### src/rtl/link_game_pkg.sv
// link_game_pkg: shared state encoding, pixel widths and timing defaults for the link game frame controller.
package link_game_pkg;
  localparam int X_W = 9;
  localparam int Y_W = 8;
  localparam int COL_W = 6;
  localparam int FRAME_CYCLES_DEF = 833334;
  localparam int WDOG_CYCLES_DEF = 65535;
  typedef enum logic [5:0] {
    S_INIT      = 6'b000001,
    S_IDLE      = 6'b000010,
    S_REG       = 6'b000100,
    S_APPLY     = 6'b001000,
    S_DRAW_MAP  = 6'b010000,
    S_DRAW_LINK = 6'b100000
  } state_t;
endpackage

### src/rtl/frame_tick_gen.sv
// frame_tick_gen: free-running frame counter with pending-tick latch and saturating overrun count.
module frame_tick_gen import link_game_pkg::*; #(
  parameter int FRAME_CYCLES = FRAME_CYCLES_DEF
) (
  input  logic       clock,
  input  logic       reset,
  input  logic       in_idle,
  input  logic       pause,
  input  logic       idle_exit,
  output logic       tick_pending,
  output logic [7:0] overrun_cnt
);
  localparam int CW = FRAME_CYCLES > 1 ? $clog2(FRAME_CYCLES) : 1;
  logic [CW-1:0] cnt_q, cnt_d;
  logic          pend_q, pend_d;
  logic [7:0]    ovr_q, ovr_d;
  logic          tick, hold;
  // a paused IDLE swallows ticks; otherwise a new tick beats the clear on IDLE exit
  always_comb begin
    tick = cnt_q == CW'(FRAME_CYCLES - 1);
    hold = in_idle && pause;
    cnt_d = tick ? '0 : cnt_q + CW'(1);
    pend_d = hold ? pend_q && !tick : tick || (pend_q && !idle_exit);
    ovr_d = (tick && pend_q && !hold && !idle_exit && ovr_q != 8'hFF) ? ovr_q + 8'd1 : ovr_q;
  end
  always_ff @(posedge clock) begin
    if (reset) begin
      cnt_q <= '0;
      pend_q <= 1'b0;
      ovr_q <= '0;
    end else begin
      cnt_q <= cnt_d;
      pend_q <= pend_d;
      ovr_q <= ovr_d;
    end
  end
  assign tick_pending = pend_q;
  assign overrun_cnt = ovr_q;
endmodule

### src/rtl/link_frame_ctrl.sv
// link_frame_ctrl: per-frame sequencer for the character/map draw phases with VGA pixel mux.
// Define LINK_FRAME_CTRL_WDOG_EN to enable the draw-phase watchdog and draw_timeout flag.
module link_frame_ctrl import link_game_pkg::*; #(
  parameter int FRAME_CYCLES = FRAME_CYCLES_DEF,
  parameter int WDOG_CYCLES = WDOG_CYCLES_DEF
) (
  input  logic             clock,
  input  logic             reset,
  input  logic             pause,
  input  logic             map_draw_done,
  input  logic             link_draw_done,
  input  logic [X_W-1:0]   map_x,
  input  logic [Y_W-1:0]   map_y,
  input  logic [COL_W-1:0] map_colour,
  input  logic             map_write,
  input  logic [X_W-1:0]   link_x,
  input  logic [Y_W-1:0]   link_y,
  input  logic [COL_W-1:0] link_colour,
  input  logic             link_write,
  output logic             init,
  output logic             idle,
  output logic             reg_action,
  output logic             apply_action,
  output logic             draw_map,
  output logic             draw_link,
  output logic [X_W-1:0]   vga_x,
  output logic [Y_W-1:0]   vga_y,
  output logic [COL_W-1:0] vga_colour,
  output logic             vga_write,
  output logic [7:0]       overrun_cnt,
  output logic             draw_timeout
);
  state_t state_q, state_d;
  logic   tick_pending, idle_exit, wd_hit;
  if (WDOG_CYCLES < 1 || WDOG_CYCLES > 65536) begin : g_bad_wdog
    $error("WDOG_CYCLES must fit the 16-bit watchdog counter");
  end
  frame_tick_gen #(.FRAME_CYCLES(FRAME_CYCLES)) u_tick (
    .clock(clock),
    .reset(reset),
    .in_idle(idle),
    .pause(pause),
    .idle_exit(idle_exit),
    .tick_pending(tick_pending),
    .overrun_cnt(overrun_cnt)
  );
`ifdef LINK_FRAME_CTRL_WDOG_EN
  logic [15:0] wd_q, wd_d;
  logic        to_q, to_d;
  always_comb begin
    wd_hit = (draw_map || draw_link) && wd_q == 16'(WDOG_CYCLES - 1);
    wd_d = (draw_map || draw_link) && state_d == state_q ? wd_q + 16'd1 : '0;
    to_d = to_q || wd_hit;
  end
  always_ff @(posedge clock) begin
    if (reset) begin
      wd_q <= '0;
      to_q <= 1'b0;
    end else begin
      wd_q <= wd_d;
      to_q <= to_d;
    end
  end
  assign draw_timeout = to_q;
`else
  assign wd_hit = 1'b0;
  assign draw_timeout = 1'b0;
`endif
  assign idle_exit = idle && tick_pending && !pause;
  always_comb begin
    state_d = state_q;
    case (state_q)
      S_INIT:      state_d = S_IDLE;
      S_IDLE:      state_d = idle_exit ? S_REG : S_IDLE;
      S_REG:       state_d = S_APPLY;
      S_APPLY:     state_d = S_DRAW_MAP;
      S_DRAW_MAP:  state_d = map_draw_done || wd_hit ? S_DRAW_LINK : S_DRAW_MAP;
      S_DRAW_LINK: state_d = link_draw_done || wd_hit ? S_IDLE : S_DRAW_LINK;
      default:     state_d = S_INIT;
    endcase
  end
  always_ff @(posedge clock) begin
    if (reset) state_q <= S_INIT;
    else state_q <= state_d;
  end
  assign init = state_q == S_INIT;
  assign idle = state_q == S_IDLE;
  assign reg_action = state_q == S_REG;
  assign apply_action = state_q == S_APPLY;
  assign draw_map = state_q == S_DRAW_MAP;
  assign draw_link = state_q == S_DRAW_LINK;
  assign vga_x = draw_map ? map_x : draw_link ? link_x : '0;
  assign vga_y = draw_map ? map_y : draw_link ? link_y : '0;
  assign vga_colour = draw_map ? map_colour : draw_link ? link_colour : '0;
  assign vga_write = draw_map ? map_write : draw_link ? link_write : 1'b0;
endmodule

### config.mk
export PLATFORM = sky130hd
export DESIGN_NAME = link_frame_ctrl
export DESIGN_NICKNAME = d
export VERILOG_FILES = /design/src/rtl/link_game_pkg.sv /design/src/rtl/frame_tick_gen.sv /design/src/rtl/link_frame_ctrl.sv
export SDC_FILE = /design/constraint.sdc
export NUM_CORES = 1
export LEC_CHECK = 0
export CAP_MARGIN = 20
export CORE_MARGIN = 8
export CORE_UTILIZATION = 44
export DETAILED_ROUTE_END_ITERATION = 8
export PLACE_DENSITY_LB_ADDON = 0.15
export SLEW_MARGIN = 20
export SYNTH_ARGS = -nofsm -noshare
export SYNTH_HDL_FRONTEND = slang
export SYNTH_SLANG_ARGS = --single-unit
### constraint.sdc
create_clock -name clock -period 4.9 [get_ports clock]
set_input_delay 1.47 -clock clock [delete_from_list [all_inputs] [get_ports clock]]
set_output_delay 1.47 -clock clock [all_outputs]
set_load 0.02 [all_outputs]
==> metrics.md <==
| Metric | Value |
|---|---|
| Grt met3 use | 11.3% |
| Crit Path Class | input port to primary output |
| Clock Latency Late Sink | 290 ps |
| Maximum clock path buffer count | 2 |
| Final setup fails | 0 |
| Pin count of the biggest net entering global routing | 28 |
| Tmin final | 4190 ps |
| P&R area growth vs syn | 53.8% |
| DRT Pass-1 Iters | 4 |
| Global Route met1 Usage | 18.7% |
| Clock transition at the registers of the reported paths | 70 ps |
| Ys async rst share | 0% |
| Worst vdd ir | 0.000105 V |
| Vias in the first global route | 2053 |
| Root buf cell | clkbuf_8 |
| Clock Skews | 8.17 ps |
| Core ar. | 4320 sq um |
| # clock sinks | 35 |
| Gr usage total | 18.5% |
| First-pass GRT wire length | 9710 microns |
| Setup Buffers After CTS | 0 |
| Fin. Hold Viols | 0 |
| Initial antenna violation count | 0 |
| WP data required | 3430 ps |
| Crit Reg-Reg Startpoint | state_q[3]$_SDFF_PP0_ |
| Avg Vias per Cell | 5.51 |
| Final slew viol count | 0 |
| Synth warn | 0 |
| DP HPWL | 4680 microns |
| Number of DRC markers in iteration 0 | 78 |
| RSZ-0062 raised after global routing | false |
| Layout Nets | 375 |
| Total gr overflow | 0 |
| Sequential area share after synthesis | 35.9% |
| Num ports | 92 |
| Share of layout cells above drive strength 1 | 7.81% |
| Status | completed |
| Cell with the most instances after synthesis | dfxtp_1 |
| H-tree levels | 2 |
| Setup TNS | 0 ps |
| Die W | 82.6 microns |
| Final Total Pwr | 0.000655 W |
| Slew margin rel. | 65.0% |
| Drt drc | 0 |
| Crit. Startpoint | map_colour[5] |
| Syn_nets | 288 |
| Min-delay worst type | register to register |
| Final GP Congestion | 0.798 |
| Final Routed Wirelength | 5910 microns |
| Post_cts resized | 0 |
| Cell count after synthesis | 232 |
| CP arrival | 2720 ps |
| Top cells by area, synth | dfxtp_1 (36%), a22o_1 (11%), nor2_1 (6.5%), xor2_1 (4.9%), xnor2_1 (4.0%) |
| GRT Max-Usage Layer | met2 |
| EDFF count, synth | 0 |
| Met2 usage | 30.1% |
| Most used DFF post-synth | dfxtp_1 |
| Top cell type's share of synthesized area | 35.9% |
| Full die area | 6830 sq um |
| CTS tree | done |
| Starting Density | 45.2% |
| Vias | 2049 |
| TritonCTS buffer count | 5 |
| F_max | 239 MHz |
| PortBufs | 90 |
| Unique masters post-synth | 44 |
| Tcrit/Tclk final | 85.4% |
| Most frequent cells after synthesis | dfxtp_1 (35), nor2_1 (34), a22o_1 (24) |
| Slew @ Worst Pin | 522 ps |
| Post-Syn Area | 1950 sq um |
| Yosys reg bits | 35 |
| Static leakage | 1.07 nW |
| Max-Cap Viols | 0 |
| Mean Syn Cell Area | 8.42 sq um |
| CP Launch Type | input port |
| Number of diodes | 0 |
| DR WL/cell | 15.9 microns |
| # rows | 24 |
| Max Fanout on Critical Path | 1 |
| Min-delay src | u_tick.tick_pending$_SDFF_PP0_ |
| Area leader, netlist | dfxtp_1 |
| Power per Cell Area | 218 nW/um^2 |
| CTS Hold Buffers Added | 0 |
| Filler Cells Inserted | 381 |
| Die Ht | 82.6 microns |
| Routed Antenna Nets | 0 |
| CP Capture Type | primary output |
-- per-stage QoR --
step	std cells	util (%)	setup slack [ps]	instance area [sq um]	hold slack, ps
6_report	372	69.5	714	3000	485
3_5_place_dp	364	66.8	706	2890	467
2_1_floorplan	232	-	1420	1950	445
4_1_cts	372	69.5	707	3000	485
5_1_grt	372	69.5	670	3000	530
3_3_place_gp	364	66.8	704	2890	461
-- layer usage --
metal / vias up / routed length, microns
li1: 1008 / -
met1: 949 / 2270
met2: 85 / 2730
met3: 7 / 807
met4: 0 / 97
met5: - / 0
-- logic make-up (layout without fill, tap and decap cells) --
logic type	count (synthesis)	count (layout)	share of synthesized area (%)
DFF	35	35	35.9
AOI/OAI and AO/OA	48	48	18.1
and+or+nand+nor	106	106	30.0
other	1	1	0.192
xor gates and xnor gates	20	20	8.97
buffers and inverters	18	106	4.48
muxes	1	1	0.513
adders and majority gates	3	3	1.92
-- report_power, final --
part,switching (W),internal (W),leakage (nW)
Clock,0.000105,0.000165,0.0612
Combinational,0.0000353,0.0000551,0.726
Sequential,0.00000485,0.000290,0.283
-- cell type report --
type                       count  area, sq um  share of cell area (%)
inverter                       6         22.5                   0.750
multi-input combinational    179         1180                    39.4
sequential                    35          701                    23.3
clock buffer                   6         82.6                    2.75
timing repair buffer          92          916                    30.5
clock inverter                 2         35.0                    1.17
tap                           52         65.1                    2.17
-- worst max-delay path, stage by stage --
cell and delay, ps:
clkdlybuf4s50_1 500, a22o_1 140, clkdlybuf4s50_1 600
-- state kept, by name (all words and copies together), names as in the netlist --
register / cells
u_tick.cnt_q: 20
u_tick.overrun_cnt: 8
state_q: 6
u_tick.tick_pending: 1
-- cell usage in the layout (no fill, tap or decap), types with 2 or more instances in the layout --
cell type        count
a211oi_1             2
a21oi_1              8
a22o_1              24
and3_1               4
and3_2               3
and4bb_2             2
buf_4                2
clkbuf_8             6
clkdlybuf4s50_1     90
dfxtp_1             35
ha_1                 3
inv_1                6
nand2_1              8
nand2b_1             5
nand3_1             15
nand4_1              4
nor2_1              34
nor3_1               6
nor4_1               3
nor4_4               2
o21a_1               2
o21ai_0              8
or2_2                5
or3_1                4
or4_1                2
xnor2_1              9
xor2_1              11
-- worst paths after layout --
path	slack (ps)	depth (start not counted)	end
worst min-delay path	480	2	state_q[2]$_SDFF_PP0_
worst max register to register	2690	5	u_tick.overrun_cnt[4]$_SDFFE_PP0P_
worst max-delay path	710	3	vga_colour[5]
worst min register to register	480	2	state_q[2]$_SDFF_PP0_
Power figures use the tool's default switching activity.
